`src/rtl/sw_conditioner.sv`:
```
// Switch conditioner: 2-flop sync, per-channel debounce FSM, rise pulse and sticky request.
// Optional shared glitch counter enabled by defining SW_COND_GLITCH_CNT_EN.
module sw_conditioner #(
  parameter int N               = 5,
  parameter int DEBOUNCE_CYCLES = 1000000
) (
  input  logic         CLK100MHZ,
  input  logic         reset,
  input  logic [N-1:0] sw_i,
  input  logic [N-1:0] req_clr_i,
  output logic [N-1:0] level_o,
  output logic [N-1:0] rise_o,
  output logic [N-1:0] req_o,
  output logic [7:0]   glitch_cnt_o
);

  localparam int CW = ($clog2(DEBOUNCE_CYCLES) < 1) ? 1 : $clog2(DEBOUNCE_CYCLES);
  localparam logic [CW-1:0] CNT_ONE  = CW'(1);
  localparam logic [CW-1:0] CNT_LAST = CW'(DEBOUNCE_CYCLES - 1);

  typedef enum logic [1:0] {
    ST_LOW       = 2'd0,
    ST_WAIT_HIGH = 2'd1,
    ST_HIGH      = 2'd2,
    ST_WAIT_LOW  = 2'd3
  } state_t;

  logic [N-1:0]  sw_meta_r, sw_sync_r;
  logic [N-1:0]  clr_meta_r, clr_sync_r, clr_dly_r;
  state_t        state_r [N];
  state_t        state_s [N];
  logic [CW-1:0] cnt_r [N];
  logic [CW-1:0] cnt_s [N];
  logic [N-1:0]  level_s, rise_s, req_s, clr_pulse_s;
  logic [N-1:0]  level_r, rise_r, req_r;

  // Synchronise raw switches and acknowledges into the system clock domain.
  always_ff @(posedge CLK100MHZ or posedge reset) begin
    if (reset) begin
      sw_meta_r  <= '0;
      sw_sync_r  <= '0;
      clr_meta_r <= '0;
      clr_sync_r <= '0;
      clr_dly_r  <= '0;
    end else begin
      sw_meta_r  <= sw_i;
      sw_sync_r  <= sw_meta_r;
      clr_meta_r <= req_clr_i;
      clr_sync_r <= clr_meta_r;
      clr_dly_r  <= clr_sync_r;
    end
  end

  // Debounce next-state: a change is accepted only after DEBOUNCE_CYCLES stable samples.
  always_comb begin
    for (int i = 0; i < N; i++) begin
      state_s[i] = state_r[i];
      cnt_s[i]   = cnt_r[i];
      rise_s[i]  = 1'b0;
      case (state_r[i])
        ST_LOW: begin
          if (sw_sync_r[i]) begin
            state_s[i] = ST_WAIT_HIGH;
            cnt_s[i]   = CNT_ONE;
          end else begin
            state_s[i] = ST_LOW;
          end
        end
        ST_WAIT_HIGH: begin
          if (!sw_sync_r[i]) begin
            state_s[i] = ST_LOW;
          end else if (cnt_r[i] == CNT_LAST) begin
            state_s[i] = ST_HIGH;
            rise_s[i]  = 1'b1;
          end else begin
            cnt_s[i] = cnt_r[i] + CNT_ONE;
          end
        end
        ST_HIGH: begin
          if (!sw_sync_r[i]) begin
            state_s[i] = ST_WAIT_LOW;
            cnt_s[i]   = CNT_ONE;
          end else begin
            state_s[i] = ST_HIGH;
          end
        end
        ST_WAIT_LOW: begin
          if (sw_sync_r[i]) begin
            state_s[i] = ST_HIGH;
          end else if (cnt_r[i] == CNT_LAST) begin
            state_s[i] = ST_LOW;
          end else begin
            cnt_s[i] = cnt_r[i] + CNT_ONE;
          end
        end
        default: begin
          state_s[i] = ST_LOW;
          cnt_s[i]   = '0;
        end
      endcase
      level_s[i] = (state_s[i] == ST_HIGH) || (state_s[i] == ST_WAIT_LOW);
    end
  end

  // Set has priority over a simultaneous acknowledge edge.
  assign clr_pulse_s = clr_sync_r & ~clr_dly_r;
  assign req_s       = rise_s | (req_r & ~clr_pulse_s);

  // Channel state and registered outputs.
  always_ff @(posedge CLK100MHZ or posedge reset) begin
    if (reset) begin
      for (int i = 0; i < N; i++) begin
        state_r[i] <= ST_LOW;
        cnt_r[i]   <= '0;
      end
      level_r <= '0;
      rise_r  <= '0;
      req_r   <= '0;
    end else begin
      for (int i = 0; i < N; i++) begin
        state_r[i] <= state_s[i];
        cnt_r[i]   <= cnt_s[i];
      end
      level_r <= level_s;
      rise_r  <= rise_s;
      req_r   <= req_s;
    end
  end

  assign level_o = level_r;
  assign rise_o  = rise_r;
  assign req_o   = req_r;

`ifdef SW_COND_GLITCH_CNT_EN
  localparam int GW = 9 + $clog2(N + 1);

  logic [N-1:0]  abort_s;
  logic [GW-1:0] glitch_sum_s;
  logic [7:0]    glitch_r;

  // Sum all aborts this cycle onto the shared counter.
  always_comb begin
    glitch_sum_s = GW'(glitch_r);
    for (int i = 0; i < N; i++) begin
      abort_s[i] = ((state_r[i] == ST_WAIT_HIGH) && !sw_sync_r[i]) ||
                   ((state_r[i] == ST_WAIT_LOW)  &&  sw_sync_r[i]);
      glitch_sum_s = glitch_sum_s + GW'(abort_s[i]);
    end
  end

  // Saturating glitch counter.
  always_ff @(posedge CLK100MHZ or posedge reset) begin
    if (reset) begin
      glitch_r <= 8'd0;
    end else if (glitch_sum_s > GW'(255)) begin
      glitch_r <= 8'd255;
    end else begin
      glitch_r <= glitch_sum_s[7:0];
    end
  end

  assign glitch_cnt_o = glitch_r;
`else
  assign glitch_cnt_o = 8'd0;
`endif

endmodule

```
`config.mk`:
```
export PLATFORM = sky130hd
export DESIGN_NAME = sw_conditioner
export DESIGN_NICKNAME = d
export VERILOG_FILES = /design/src/rtl/sw_conditioner.sv
export SDC_FILE = /design/constraint.sdc
export NUM_CORES = 1
export LEC_CHECK = 0
export ABC_AREA = 1
export ABC_CLOCK_PERIOD_IN_PS = 12760
export BUFFER_PORTS_ARGS = -buffer_cell sky130_fd_sc_hd__buf_2
export CAP_MARGIN = 40
export CORE_UTILIZATION = 45
export DETAILED_ROUTE_END_ITERATION = 10
export GPL_TIMING_DRIVEN = 0
export SETUP_SLACK_MARGIN = 0.05
export SYNTH_ARGS = -nofsm -noshare
export SYNTH_HDL_FRONTEND = slang
export SYNTH_SLANG_ARGS = --single-unit
```
`constraint.sdc`:
```
create_clock -name CLK100MHZ -period 12.76 [get_ports CLK100MHZ]
set_clock_uncertainty 0.1 [all_clocks]
set_input_delay 2.552 -clock CLK100MHZ [delete_from_list [all_inputs] [get_ports CLK100MHZ]]
set_output_delay 2.552 -clock CLK100MHZ [all_outputs]
set_load 0.03 [all_outputs]
```
==> summary.md <==
| Metric | Value |
|---|---|
| Grt total ovfl | 0 |
| Number of nets in the final layout | 1269 |
| Adder-cell area share of the yosys netlist | 0.00730 |
| Cts-stage hold buffer count | 0 |
| Max Slew Vio Count | 0 |
| Die H | 140 microns |
| Cell with the most instances after synthesis | nand2_1 |
| Initial core utilization | 0.458 |
| Maximum VDD drop | 0.0863 mV |
| GRT Util Overall | 0.220 |
| Clk buf depth | 2 |
| Remaining DRCs | 0 |
| P_leak | 4.20 nW |
| Post-synth EDFFs | 0 |
| Port-buffer cells | 26 |
| Row cnt | 50 |
| Share of cells above drive strength 1 | 0.107 |
| RSZ-0062 raised after global routing | false |
| Clk Tree Root Cell | clkbuf_16 |
| Clk sinks | 149 |
| Synth top cells by count | 408 x nand2_1, 156 x nor2_1, 149 x dfrtp_1 |
| Syn. warnings | 0 |
| Final period util | 0.295 |
| Post-synth top area cell | dfrtp_1 |
| Syn avg cell area | 7.15 sq um |
| Finished Layout Cells | 1499 |
| Synth cell types | 35 |
| Synth Area in XOR/XNOR | 0.0225 |
| Antenna violations before repair | 0 |
| Ys flop type | dfrtp_1 |
| Fmax | 266 MHz |
| Max-Cap Viols | 0 |
| I/O pins | 35 |
| Hold WC Path Type | register to register |
| Clock latency on the worst-skew pair | 430 ps |
| DRT iter0 DRCs | 478 |
| DP Wirelength | 14.6 mm |
| CORE AREA | 18700 sq um |
| Hold Fails Final Rpt | 0 |
| Critical path required time | 10110 ps |
| Chip width | 140 microns |
| Area of the mapped netlist | 8570 sq um |
| Final setup vio count | 0 |
| Filler cells | 1846 |
| Post-CTS resize count | 0 |
| Number of setup buffers added after CTS | 0 |
| Drt total wl | 20.0 mm |
| Largest cells by area after synthesis | dfrtp_1 43%, nand2_1 18%, nor2_1 6.8% |
| Critical path endpoint category | output port |
| Pin count of the biggest net entering global routing | 84 |
| CTS tree | built |
| Routed vias | 7596 |
| WL/cell | 13.3 microns |
| Async S/R FF share, synth | 1.00 |
| Drt pass-1 iters | 5 |
| # diodes | 0 |
| Clock transition at path regs | 60 ps |
| Placed cells | 1467 |
| H-tree depth | 4 |
| Slew HR | 0.505 |
| Die Area | 19600 sq um |
| Routed vias/inst | 5.07 |
| Top cell type's share of synthesized area | 0.435 |
| Post-synthesis simple-gate area fraction | 0.383 |
| Total CTS buffers | 17 |
| Vias in the first global route | 7157 |
| Max FO, Critical Path | 2 |
| Post-route ant nets | 0 |
| First-pass GRT wire length | 34.7 mm |
| Compound-Gate Fraction of Synth Area | 0.0752 |
| Routability cong. | 0.913 |
| Largest family of logic cells by synthesized area | simple AND/OR/NAND/NOR gates |
| Mux share of post-synthesis cell area | 0 |
| P&R area growth vs syn | 12.9% |
| Startpoint Class | register |
| Tightest Pin Transition | 743 ps |
| WP data arrival | 1110 ps |
| Final min period | 3760 ps |
| Setup CP Type | register to output port |
| Pwr per Cell Area | 112 nW/um^2 |
| Setup TNS | 0 ps |
| Sequential area share after synthesis | 0.435 |
| Mapped Cells | 1199 |
| Synthesized flop and latch total | 149 |
| Status | finished, final reports clean |
[state kept, by name (all words and copies together), names as in the netlist]
name and flops:
state_r 10, sw_meta_r 5, clr_meta_r 5, rise_o 5, clr_sync_r 5, cnt_r 100, sw_sync_r 5, level_o 4
clr_dly_r 5, req_o 5
[per-stage QoR]
stage / total power [mW] / hold WS [ps] / cell area [sq um] / utilization / setup WS (ps)
2_1_floorplan: 0.549 / 231 / 8600 / - / 6100
3_3_place_gp: 0.568 / 232 / 9020 / 0.482 / 4320
3_5_place_dp: 0.570 / 235 / 9050 / 0.484 / 9100
4_1_cts: 1.10 / 250 / 9680 / 0.517 / 8990
5_1_grt: 1.13 / 254 / 9680 / 0.517 / 8970
6_report: 1.09 / 247 / 9680 / 0.517 / 9000
[worst max-delay path: stages (launching register included)]
cell and delay, ps:
dfrtp_1 390, buf_4 130, buf_2 160
[final timing paths]
path,startpoint,to,slack (ps),cells past startpoint
min,clr_meta_r[1]$_DFF_PP0_,clr_sync_r[1]$_DFF_PP0_,250,0
max,state_r[7]$_DFF_PP0_,level_o[1],9000,2
min in group asynchronous,reset,sw_meta_r[0]$_DFF_PP0_,2150,2
max in group asynchronous,reset,cnt_r[75]$_DFFE_PP0P_,9630,3
min reg2reg,clr_meta_r[1]$_DFF_PP0_,clr_sync_r[1]$_DFF_PP0_,250,0
max reg2reg,cnt_r[60]$_DFFE_PP0P_,cnt_r[78]$_DFFE_PP0P_,10620,9
[cell type report]
cell class | instances | area [sq um] | share of cell area
Multi-Input combinational cell | 917 | 4210 | 0.435
Sequential cell | 149 | 3730 | 0.385
Clock buffer | 20 | 457 | 0.0472
Inverter | 107 | 413 | 0.0427
Tap cell | 234 | 293 | 0.0303
Buffer | 33 | 249 | 0.0257
Clock inverter | 12 | 166 | 0.0172
Timing Repair Buffer | 27 | 158 | 0.0163
[power breakdown]
group / internal, mW / switching, mW / total (mW)
Combinational: 0.0193 / 0.0459 / 0.0652
Sequential: 0.484 / 0.0113 / 0.495
Clock: 0.321 / 0.204 / 0.526
[placed cells by master (no fill, tap or decap), types with 21 or more instances in the layout]
cell / synthesis / routed
dfrtp_1: 149 / 149
nand3_1: 102 / 102
nand4_1: 41 / 41
o21ai_1: 35 / 35
nand2_1: 408 / 408
xor2_1: 21 / 21
inv_1: 97 / 96
o21ai_0: 58 / 58
nor2_1: 156 / 156
buf_2: 6 / 32
[kinds of logic after synthesis]
logic type / Yosys count
fa+ha+maj: 5
simple gates: 765
other cells: 1
flops: 149
xor+xnor: 22
compound gates: 117
buf+inv: 140
[per-layer routing]
layer | track usage | vias up | part of all wire
li1 | - | 3951 | -
met3 | 0.0386 | 18 | 0.035
met1 | 0.300 | 3497 | 0.48
met5 | 0 | - | 0
met4 | 0.0521 | 0 | 0.0092
met2 | 0.364 | 130 | 0.47
(Power assumes the default switching activity.)
